File: src/rtl/instr_seq_pkg.sv
// -----------------------------------------------------------------------------
// instr_seq_pkg
//   Shared types for the instruction sequencer slice.
//   - instr_t      : 9-bit decoder instruction {op, out_sel, in_sel}
//   - INSTR_END    : terminator word; never issued, also the idle bus value
//   - seq_state_t  : sequencer FSM states
//   - is_end()     : true when a word is the terminator
// -----------------------------------------------------------------------------
package instr_seq_pkg;

    typedef struct packed {
        logic [2:0] op;
        logic [2:0] out_sel;
        logic [2:0] in_sel;
    } instr_t;

    localparam instr_t INSTR_END = 9'h000;

    typedef enum logic [1:0] {
        IDLE,
        ISSUE,
        WAIT,
        DONE
    } seq_state_t;

    function automatic logic is_end(input instr_t w);
        return (w == INSTR_END);
    endfunction

endpackage

File: src/rtl/instr_sequencer_if.sv
// -----------------------------------------------------------------------------
// instr_sequencer_if
//   Host-side bus of the instruction sequencer.
//   master : host/bench (program load, length, start/abort; observes status)
//   slave  : sequencer
//   Signals:
//     prog_we, prog_addr[AW-1:0], prog_wdata : program write port
//     prog_len[AW:0]                          : words to run (0..DEPTH)
//     start, abort                            : run control
//     instr_out, instr_valid                  : instruction stream to decoder
//     pc[AW-1:0], busy, done, err             : status
// -----------------------------------------------------------------------------
interface instr_sequencer_if
    import instr_seq_pkg::*;
#(
    parameter int AW = 4
);

    logic          prog_we;
    logic [AW-1:0] prog_addr;
    instr_t        prog_wdata;
    logic [AW:0]   prog_len;
    logic          start;
    logic          abort;
    instr_t        instr_out;
    logic          instr_valid;
    logic [AW-1:0] pc;
    logic          busy;
    logic          done;
    logic          err;

    modport master (
        output prog_we, prog_addr, prog_wdata, prog_len, start, abort,
        input  instr_out, instr_valid, pc, busy, done, err
    );

    modport slave (
        input  prog_we, prog_addr, prog_wdata, prog_len, start, abort,
        output instr_out, instr_valid, pc, busy, done, err
    );

endinterface

File: src/rtl/instr_prog_mem.sv
// -----------------------------------------------------------------------------
// instr_prog_mem
//   DEPTH x 9-bit program store. One synchronous write port, one
//   asynchronous (combinational) read port. Contents are not reset.
//   Ports:
//     i_clk            clock
//     i_we             write enable
//     i_waddr[AW-1:0]  write address
//     i_wdata          write data
//     i_raddr[AW-1:0]  read address
//     o_rdata          read data (combinational)
// -----------------------------------------------------------------------------
module instr_prog_mem
    import instr_seq_pkg::*;
#(
    parameter int DEPTH = 16,
    parameter int AW    = $clog2(DEPTH)
) (
    input  logic          i_clk,
    input  logic          i_we,
    input  logic [AW-1:0] i_waddr,
    input  instr_t        i_wdata,
    input  logic [AW-1:0] i_raddr,
    output instr_t        o_rdata
);

    instr_t r_mem [DEPTH];

    always_ff @(posedge i_clk) begin
        if (i_we) begin
            r_mem[i_waddr] <= i_wdata;
        end
    end

    assign o_rdata = r_mem[i_raddr];

endmodule

File: src/rtl/instr_sequencer.sv
// -----------------------------------------------------------------------------
// instr_sequencer
//   Program sequencer for the 9-bit instruction decoder. Holds a program of
//   DEPTH words and, on start, issues one instruction every HOLD+1 cycles,
//   holding each stable on instr_out. A word of 9'h000 or reaching prog_len
//   ends the run with a one-cycle done pulse.
//   Ports:
//     clk    rising-edge clock
//     rst_n  asynchronous active-low reset
//     bus    instr_sequencer_if.slave (program port, control, status)
//   Parameters:
//     DEPTH  program words, AW address width, HOLD wait cycles per issue (>=1)
// -----------------------------------------------------------------------------
module instr_sequencer
    import instr_seq_pkg::*;
#(
    parameter int DEPTH = 16,
    parameter int AW    = $clog2(DEPTH),
    parameter int HOLD  = 2
) (
    input  logic                    clk,
    input  logic                    rst_n,
    instr_sequencer_if.slave        bus
);

    // Counter only needs to hold HOLD-1.
    localparam int CW = (HOLD > 1) ? $clog2(HOLD) : 1;

    seq_state_t    r_state;
    logic [AW:0]   r_pc;       // one bit wider so pc==DEPTH is reachable without wrap
    logic [AW:0]   r_len;
    logic [CW-1:0] r_cnt;
    instr_t        r_instr;
    logic          r_valid;
    logic          r_busy;
    logic          r_done;
    logic          r_err;

    logic          w_mem_we;
    instr_t        w_rd_data;
    logic          w_run;

    // Program may only change while idle; writes at other times are dropped.
    assign w_mem_we = bus.prog_we && (r_state == IDLE);
    assign w_run    = (r_state == ISSUE) || (r_state == WAIT);

    instr_prog_mem #(
        .DEPTH (DEPTH),
        .AW    (AW)
    ) u_mem (
        .i_clk   (clk),
        .i_we    (w_mem_we),
        .i_waddr (bus.prog_addr),
        .i_wdata (bus.prog_wdata),
        .i_raddr (r_pc[AW-1:0]),
        .o_rdata (w_rd_data)
    );

    always_ff @(posedge clk or negedge rst_n) begin
        if (!rst_n) begin
            r_state <= IDLE;
            r_pc    <= '0;
            r_len   <= '0;
            r_cnt   <= '0;
            r_instr <= INSTR_END;
            r_valid <= 1'b0;
            r_busy  <= 1'b0;
            r_done  <= 1'b0;
            r_err   <= 1'b0;
        end else begin
            r_valid <= 1'b0;
            r_done  <= 1'b0;
            r_err   <= bus.prog_we && (r_state != IDLE);

            // Abort takes priority over every other transition of a run.
            if (w_run && bus.abort) begin
                r_state <= IDLE;
                r_instr <= INSTR_END;
                r_pc    <= '0;
                r_busy  <= 1'b0;
            end else begin
                case (r_state)
                    IDLE: begin
                        if (bus.start && !bus.abort) begin
                            r_len   <= bus.prog_len;
                            r_pc    <= '0;
                            r_busy  <= 1'b1;
                            r_state <= ISSUE;
                        end
                    end
                    ISSUE: begin
                        if ((r_pc >= r_len) || is_end(w_rd_data)) begin
                            r_instr <= INSTR_END;
                            r_busy  <= 1'b0;
                            r_done  <= 1'b1;
                            r_state <= DONE;
                        end else begin
                            r_instr <= w_rd_data;
                            r_valid <= 1'b1;
                            r_cnt   <= CW'(HOLD - 1);
                            r_state <= WAIT;
                        end
                    end
                    WAIT: begin
                        if (r_cnt == '0) begin
                            r_pc    <= r_pc + (AW+1)'(1);
                            r_state <= ISSUE;
                        end else begin
                            r_cnt   <= r_cnt - CW'(1);
                        end
                    end
                    DONE: begin
                        r_state <= IDLE;
                    end
                    default: begin
                        r_state <= IDLE;
                    end
                endcase
            end
        end
    end

    assign bus.instr_out   = r_instr;
    assign bus.instr_valid = r_valid;
    assign bus.pc          = r_pc[AW-1:0];
    assign bus.busy        = r_busy;
    assign bus.done        = r_done;
    assign bus.err         = r_err;

endmodule
File: src/flat_wrapper.sv
// flat-port wrapper written by rule: the top's interface ports become plain ports
module instr_sequencer_flat import instr_seq_pkg::*;
#(
    parameter int DEPTH = 16,
    parameter int AW    = $clog2(DEPTH),
    parameter int HOLD  = 2
)
  (clk, rst_n, bus_prog_we, bus_prog_addr, bus_prog_wdata, bus_prog_len, bus_start, bus_abort, bus_instr_out, bus_instr_valid, bus_pc, bus_busy, bus_done, bus_err);
  instr_sequencer_if #(.AW(AW)) bus_i ();
  input  logic clk;
  input  logic rst_n;
  input wire logic [$bits(bus_i.prog_we)-1:0] bus_prog_we;
  input wire logic [$bits(bus_i.prog_addr)-1:0] bus_prog_addr;
  input wire logic [$bits(bus_i.prog_wdata)-1:0] bus_prog_wdata;
  input wire logic [$bits(bus_i.prog_len)-1:0] bus_prog_len;
  input wire logic [$bits(bus_i.start)-1:0] bus_start;
  input wire logic [$bits(bus_i.abort)-1:0] bus_abort;
  output wire logic [$bits(bus_i.instr_out)-1:0] bus_instr_out;
  output wire logic [$bits(bus_i.instr_valid)-1:0] bus_instr_valid;
  output wire logic [$bits(bus_i.pc)-1:0] bus_pc;
  output wire logic [$bits(bus_i.busy)-1:0] bus_busy;
  output wire logic [$bits(bus_i.done)-1:0] bus_done;
  output wire logic [$bits(bus_i.err)-1:0] bus_err;
  assign bus_i.prog_we = bus_prog_we;
  assign bus_i.prog_addr = bus_prog_addr;
  assign bus_i.prog_wdata = bus_prog_wdata;
  assign bus_i.prog_len = bus_prog_len;
  assign bus_i.start = bus_start;
  assign bus_i.abort = bus_abort;
  assign bus_instr_out = bus_i.instr_out;
  assign bus_instr_valid = bus_i.instr_valid;
  assign bus_pc = bus_i.pc;
  assign bus_busy = bus_i.busy;
  assign bus_done = bus_i.done;
  assign bus_err = bus_i.err;
  instr_sequencer #(.DEPTH(DEPTH), .AW(AW), .HOLD(HOLD)) u_core (.clk(clk), .rst_n(rst_n), .bus(bus_i));
endmodule
File: config.mk
export PLATFORM = sky130hd
export DESIGN_NAME = instr_sequencer_flat
export DESIGN_NICKNAME = d
export VERILOG_FILES = /design/src/rtl/instr_seq_pkg.sv /design/src/rtl/instr_sequencer_if.sv /design/src/rtl/instr_prog_mem.sv /design/src/rtl/instr_sequencer.sv /design/src/flat_wrapper.sv
export SDC_FILE = /design/constraint.sdc
export NUM_CORES = 1
export LEC_CHECK = 0
export CORE_MARGIN = 5
export CORE_UTILIZATION = 45
export DETAILED_ROUTE_END_ITERATION = 6
export GPL_TIMING_DRIVEN = 0
export PLACE_DENSITY = 0.7
export SETUP_SLACK_MARGIN = 0.1
export SYNTH_ARGS = -nofsm -noshare
export SYNTH_HDL_FRONTEND = slang
export SYNTH_SLANG_ARGS = --single-unit
File: constraint.sdc
create_clock -name clk -period 3 [get_ports clk]
set_input_delay 0.6 -clock clk [delete_from_list [all_inputs] [get_ports clk]]
set_output_delay 0.6 -clock clk [all_outputs]
set_load 0.02 [all_outputs]
==> impl_metrics.tcl, run 1 <==
set metrics [dict create \
    yosys.area_share.adder 0.01770 \
    cp.arrival_ps 3140 \
    critical_path_class "flip-flop to flip-flop" \
    cts-root-buf "clkbuf_16" \
    grt_max_degree 27 \
    route.vias.total 4015 \
    clock_latency_ps 430 \
    num_rows 45 \
    hold_path.class "flip-flop to flip-flop" \
    drt-total-wl_um 15630 \
    path_max_fanout 10 \
    synth-xor-area-share 0 \
    syn_to_final_growth_pct 19.47 \
    syn_inst 418 \
    avgSynthCellArea_um2 16.91 \
    max_cap_viol_count 0 \
    maxSlewViolCount 0 \
    synth_seq_area_share 0.7038 \
    hold_viol_final 0 \
    setup_violations 0 \
    startpoint_type "flip-flop" \
    critPathMaxStageDelay_ps 470 \
    crit_path_cell_trace "buf_6 > nor2b_1 > clkbuf_2 > a221oi_1 > o21ai_0 > a21oi_1 > a2111oi_4 > buf_4 > and4_2 > a211o_1" \
    drc 0 \
    yosys_warnings 0 \
    grt_pass1_vias 4072 \
    synth.distinct_cells 48 \
    reg2reg_slack_ps 180 \
    cp_slowest_cell "a21oi_1" \
    peakVddDrop_mv 0.4189 \
    synth_compound_area_frac 0.06674 \
    ioPinCount 40 \
    fin_skew_ps 5.403 \
    path_delay_family "compound AO/OA/AOI/OAI gates" \
    power.density_mw_per_mm2 742.7 \
    total_leakage_power_nw 2.869 \
    worst_slew_pin_slew_ps 1216 \
    htreeDepth 4 \
    dr.pass1.iters 5 \
    fp.coreArea_mm2 0.01531 \
    hold_depth 1 \
    cts.clk_slew.worst_paths_ps 70 \
    post-route-period-util 0.9402 \
    synth_nets 451 \
    fmax_mhz 354.5 \
    drive_gt1_frac 0.1903 \
    worst_slack_ps 179.5 \
    synthSimpleGateAreaFrac 0.05541 \
    muxShareOfSynthArea 0.1290 \
    cts_sinks 170 \
    start_util 0.4615 \
    nFillCells 1205 \
    rr_worst_depth 10 \
    die_x_um 135.3 \
    clockBufferDepth 2 \
    dieArea_mm2 0.01831 \
    crit_cells 10 \
    tns_ps 0 \
    route.detailed.wl_per_inst_um 22.17 \
    status "finished, final reports clean" \
    grt.total_usage 0.1807 \
    fin_crit_ps 2820 \
    portBuffers 39 \
    required_ps 3320 \
    grt_pass1_wl_um 24040 \
    min_from "u_core.bus.instr_out[2]" \
    critPathBufInv 3 \
    hold_end "u_core.bus.instr_out[2]" \
    holdWs_ps 507.3 \
    ys_ff_latch 170 \
    antenna_found_initial 0 \
    drt_iter0_drc 433 \
    cts_tree "built" \
    placed_area_mm2 0.007787 \
    vias_per_cell 5.695 \
    synth_top_family_by_area "multiplexers" \
    relSlewSlack 0.1861 \
    syn_area_mm2 0.007068 \
    ant_nets 0 \
    fin_nets 514 \
    rsz0062_at_grt "yes" \
    final_cell_area_mm2 0.008444 \
    grt_overflow 0 \
    cp-end-kind "flip-flop" \
    reg2reg_to "u_core.r_cnt" \
    worstReg2RegStart "u_core.r_pc[1]" \
    dp_hpwl_um 10210 \
    preCtsSetupSlack_ps -60.40 \
    numCtsBuffers 17 \
    routabilityCongestion 0.8005 \
    antennaDiodeCount 0 \
    die_y_um 135.3 \
]
cell usage in the layout (no fill, tap or decap), types with 7 or more instances in the layout:
master and instances:
nor3_1 7, buf_4 7, dfrtp_1 26, edfxtp_1 144, nand3_1 7, a21oi_1 11
a22oi_1 10, ha_1 10, nor2_1 11, mux4_2 15, mux2i_1 36, o21ai_0 12
clkbuf_16 17, clkdlybuf4s50_1 39, inv_1 10, nand2_1 23, buf_6 7
layer usage:
metal | track usage | part of all wire | up-vias
met5 | 0 | 0 | -
met4 | 0.07167 | 0.019 | 0
met3 | 0.05461 | 0.072 | 25
met2 | 0.2926 | 0.50 | 174
met1 | 0.2293 | 0.41 | 2030
li1 | - | - | 1786
stage by stage:
step | utilization | power, mW | cells
floorplan | - | 3.689 | 418
global placement | 0.5042 | 4.084 | 668
detailed placement | 0.5085 | 4.132 | 672
CTS | 0.5482 | 6.269 | 704
global route | 0.5514 | 6.544 | 705
finish | 0.5514 | 6.272 | 705
Yosys cell counts, drive strengths merged:
cell | n | share of area
a221oi | 7 | 0.0096
a22oi | 10 | 0.011
dfrtp | 26 | 0.092
and2 | 3 | 0.0027
nor4 | 1 | 0.0030
nand3 | 7 | 0.0050
nand3b | 1 | 0.0011
a22o | 6 | 0.0074
nor2b | 3 | 0.0027
or2 | 2 | 0.0018
a211o | 2 | 0.0025
o21a | 1 | 0.0011
and2b | 1 | 0.0011
a32oi | 1 | 0.0012
a2111oi | 1 | 0.0039
mux2i | 36 | 0.051
o32a | 1 | 0.0014
nand4b | 1 | 0.0012
nor3 | 11 | 0.0078
or3 | 1 | 0.00089
mux4 | 21 | 0.070
nand2 | 24 | 0.013
nor2 | 17 | 0.0094
buf | 13 | 0.016
edfxtp | 144 | 0.61
o22ai | 1 | 0.00089
a21o | 4 | 0.0042
clkbuf | 10 | 0.0053
o31ai | 1 | 0.0011
ha | 10 | 0.018
nand4 | 1 | 0.00089
a221o | 2 | 0.0028
nand2b | 4 | 0.0035
a211oi | 1 | 0.0011
o21ai | 13 | 0.0092
a21oi | 12 | 0.0085
and4 | 1 | 0.0014
mux2 | 5 | 0.0080
a31o | 1 | 0.0012
inv | 11 | 0.0058
worst max-delay path by stage:
stage	startpoint	slack (ps)	end
after detailed placement	u_core.r_pc[2]	-60	u_core.r_cnt
after CTS	u_core.r_pc[0]	100	u_core.r_state[0]
final	u_core.r_pc[1]	180	u_core.r_cnt
after global routing	u_core.r_state[0]	90	u_core.u_mem.r_mem[6][3]
after global placement	bus_prog_we	-410	u_core.u_mem.r_mem[0][6]
after floorplan	u_core.r_pc[0]	430	u_core.bus.instr_out[2]
area by class of cell:
class | instances | area, um^2 | share of cell area
sequential | 170 | 4975 | 0.5891
multi-input combinational | 214 | 1959 | 0.2320
clock inverter | 15 | 162.7 | 0.01926
buffer | 23 | 173.9 | 0.02060
inverter | 11 | 41.29 | 0.004890
tap | 211 | 264.0 | 0.03126
clock buffer | 17 | 425.4 | 0.05038
timing repair buffer | 44 | 442.9 | 0.05245
report_power, final:
group          internal (mW)  switching (mW)
Sequential              2.72          0.0811
Combinational          0.578           0.745
Clock                   1.17           0.971
Total                   4.47            1.80
repair_timing:
item,CTS,global route
resized for setup,8,14
hold buffers,0,0
buffers inserted,0,1
pin swaps,0,1
setup endpoints to repair,15,49
flip-flops by register name (all words and copies together), names as in the netlist:
signal / count
u_core.bus.busy: 1
u_core.r_cnt: 1
u_core.r_pc: 5
u_core.bus.instr_valid: 1
u_core.u_mem.r_mem: 144
u_core.bus.done: 1
u_core.r_len: 5
u_core.bus.err: 1
u_core.r_state: 2
u_core.bus.instr_out: 9
cells by family (layout without fill, tap and decap cells):
family / Yosys count / count (layout)
adders and majority gates: 10 / 10
buffers and inverters: 34 / 110
muxes: 62 / 62
DFF: 170 / 170
and+or+nand+nor: 78 / 78
AOI/OAI and AO/OA: 64 / 64
Power figures use the tool's default switching activity.
==> run 2, diff against run 1 <==
- CTS_CLUSTER_DIAMETER: default -> 80
- DONT_BUFFER_PORTS: default -> 1
- PLACE_DENSITY: 0.7 -> 0.67
==> impl_metrics.tcl, run 2 (same netlist as run 1, synthesis figures left out) <==
set metrics [dict create \
    status "finished, final reports clean" \
    maxSlewViolCount 0 \
    reg2reg_to "u_core.u_mem.r_mem[6][3]" \
    fin_crit_ps 2781 \
    max_cap_viol_count 0 \
    fin_skew_ps 8.724 \
    portBuffers 0 \
    startpoint_type "flip-flop" \
    min_from "bus_prog_wdata[7]" \
    total_leakage_power_nw 2.709 \
    hold_viol_final 0 \
    power_mw 5.952 \
    nFillCells 1249 \
    fmax_mhz 359.5 \
    clock_latency_ps 430 \
    cp_slowest_cell "nor2_1" \
    cp-end-kind "flip-flop" \
    drive_gt1_frac 0.1828 \
    ant_nets 0 \
    cts-root-buf "clkbuf_16" \
    hold_depth 0 \
    drt_iter0_drc 362 \
    peakVddDrop_mv 0.4261 \
    drt-total-wl_um 15710 \
    antenna_found_initial 0 \
    grt_pass1_vias 3870 \
    die_x_um 135.3 \
    dp_hpwl_um 10340 \
    dr.pass1.iters 5 \
    path_max_fanout 9 \
    final_cell_area_mm2 0.007988 \
    grt_overflow 0 \
    mostFrequentLayoutCells "144 x edfxtp_1, 36 x mux2i_1, 26 x dfrtp_1, 23 x nand2_1, 17 x clkbuf_16" \
    die_y_um 135.3 \
    post-route-period-util 0.9272 \
    worstReg2RegStart "u_core.r_state[0]" \
    fp.coreArea_mm2 0.01531 \
    placed_area_mm2 0.007386 \
    cp.arrival_ps 2820 \
    numCtsBuffers 17 \
    power.density_mw_per_mm2 745.2 \
    route.vias.total 3833 \
    largest_register_ff_count 144 \
    clockBufferDepth 2 \
    worst_slew_pin_slew_ps 1321 \
    hold_path.class "input port to flip-flop" \
    routabilityCongestion 0.8431 \
    route.detailed.wl_per_inst_um 23.62 \
    critPathMaxStageDelay_ps 1070 \
    crit_path_cell_trace "inv_1 > ha_1 > clkbuf_1 > nand4b_1 > nor2_1" \
    vias_per_cell 5.764 \
    critPathBufInv 2 \
    relSlewSlack 0.1160 \
    rr_worst_depth 5 \
    final_common_cell "edfxtp_1" \
    path_delay_family "simple AND/OR/NAND/NOR gates" \
    top_register "u_core.u_mem.r_mem" \
    num_rows 45 \
    grt_pass1_wl_um 23680 \
    fin_util 0.5216 \
    syn_to_final_growth_pct 13.01 \
    critical_path_class "flip-flop to flip-flop" \
    antennaDiodeCount 0 \
    setup_violations 0 \
    cts_tree "built" \
    hold_end "u_core.u_mem.r_mem[6][7]" \
    ioPinCount 40 \
    grt.total_usage 0.1804 \
    fin_nets 475 \
    reg2reg_slack_ps 220 \
    preCtsSetupSlack_ps -24.63 \
    start_util 0.4615 \
    worst_slack_ps 218.5 \
    postCtsSetupBuffers 0 \
    rsz0062_at_grt "no" \
    htreeDepth 4 \
    drc 0 \
    dieArea_mm2 0.01831 \
    required_ps 3040 \
    grt_max_degree 27 \
    cts_sinks 170 \
    cts.clk_slew.worst_paths_ps 60 \
    crit_start "u_core.r_state[0]" \
]
[run 2: worst max path at each step]
stage / endpoint / slack, ps / cells past startpoint
after global placement: u_core.u_mem.r_mem[4][3] / -210 / 5
after global routing: u_core.u_mem.r_mem[6][3] / 130 / 5
after CTS: u_core.r_state[0] / 100 / 12
after floorplan: u_core.bus.instr_out[2] / 430 / 12
final: u_core.u_mem.r_mem[6][3] / 220 / 5
after detailed placement: u_core.bus.instr_out[5] / -20 / 12
[run 2: routing by layer]
metal / GRT usage / vias up / part of all wire
met3: 0.04421 / 24 / 0.076
li1: - / 1700 / -
met5: 0 / - / 0
met4: 0.06831 / 0 / 0.017
met2: 0.2915 / 162 / 0.49
met1: 0.2377 / 1947 / 0.41
[run 2: area by class of cell]
type	count	area, um^2	area share
inverters	11	41.29	0.005169
repair buffers	5	63.81	0.007989
clock inverters	14	103.9	0.01300
well taps	211	264.0	0.03305
multi-input cells	214	1941	0.2430
plain buffers	23	173.9	0.02177
clock buffers	17	425.4	0.05326
flip-flops and latches	170	4975	0.6228
[run 2: what timing repair did]
| item | in CTS | in global routing |
|---|---|---|
| hold endpoints to repair | 26 | 0 |
| hold buffers | 2 | 0 |
| pin swaps | 0 | 0 |
| gates resized for setup | 5 | 12 |
| endpoints found under the setup margin | 9 | 12 |
[run 2: stage by stage]
step / instances / hold slack (ps) / TNS [ps]
floorplan: 418 / 304.4 / 0
CTS: 665 / 243.1 / 0
global placement: 629 / 305.1 / -6030
detailed placement: 632 / 305.1 / -86.20
global route: 665 / 245.7 / 0
finish: 665 / 261.7 / 0
[run 2: power by group]
group	internal [mW]	total, mW	switching [mW]
clock network	1.12	2.00	0.877
registers	2.72	2.89	0.165
logic	0.449	1.06	0.614
==> run 3, diff against run 2 <==
- TNS_END_PERCENT: default -> 5
==> results of run 3 <==
Final layout, timing and power as in run 2 (identical DEF).
Among the figures that moved: number of gates resized after CTS 5 -> 4
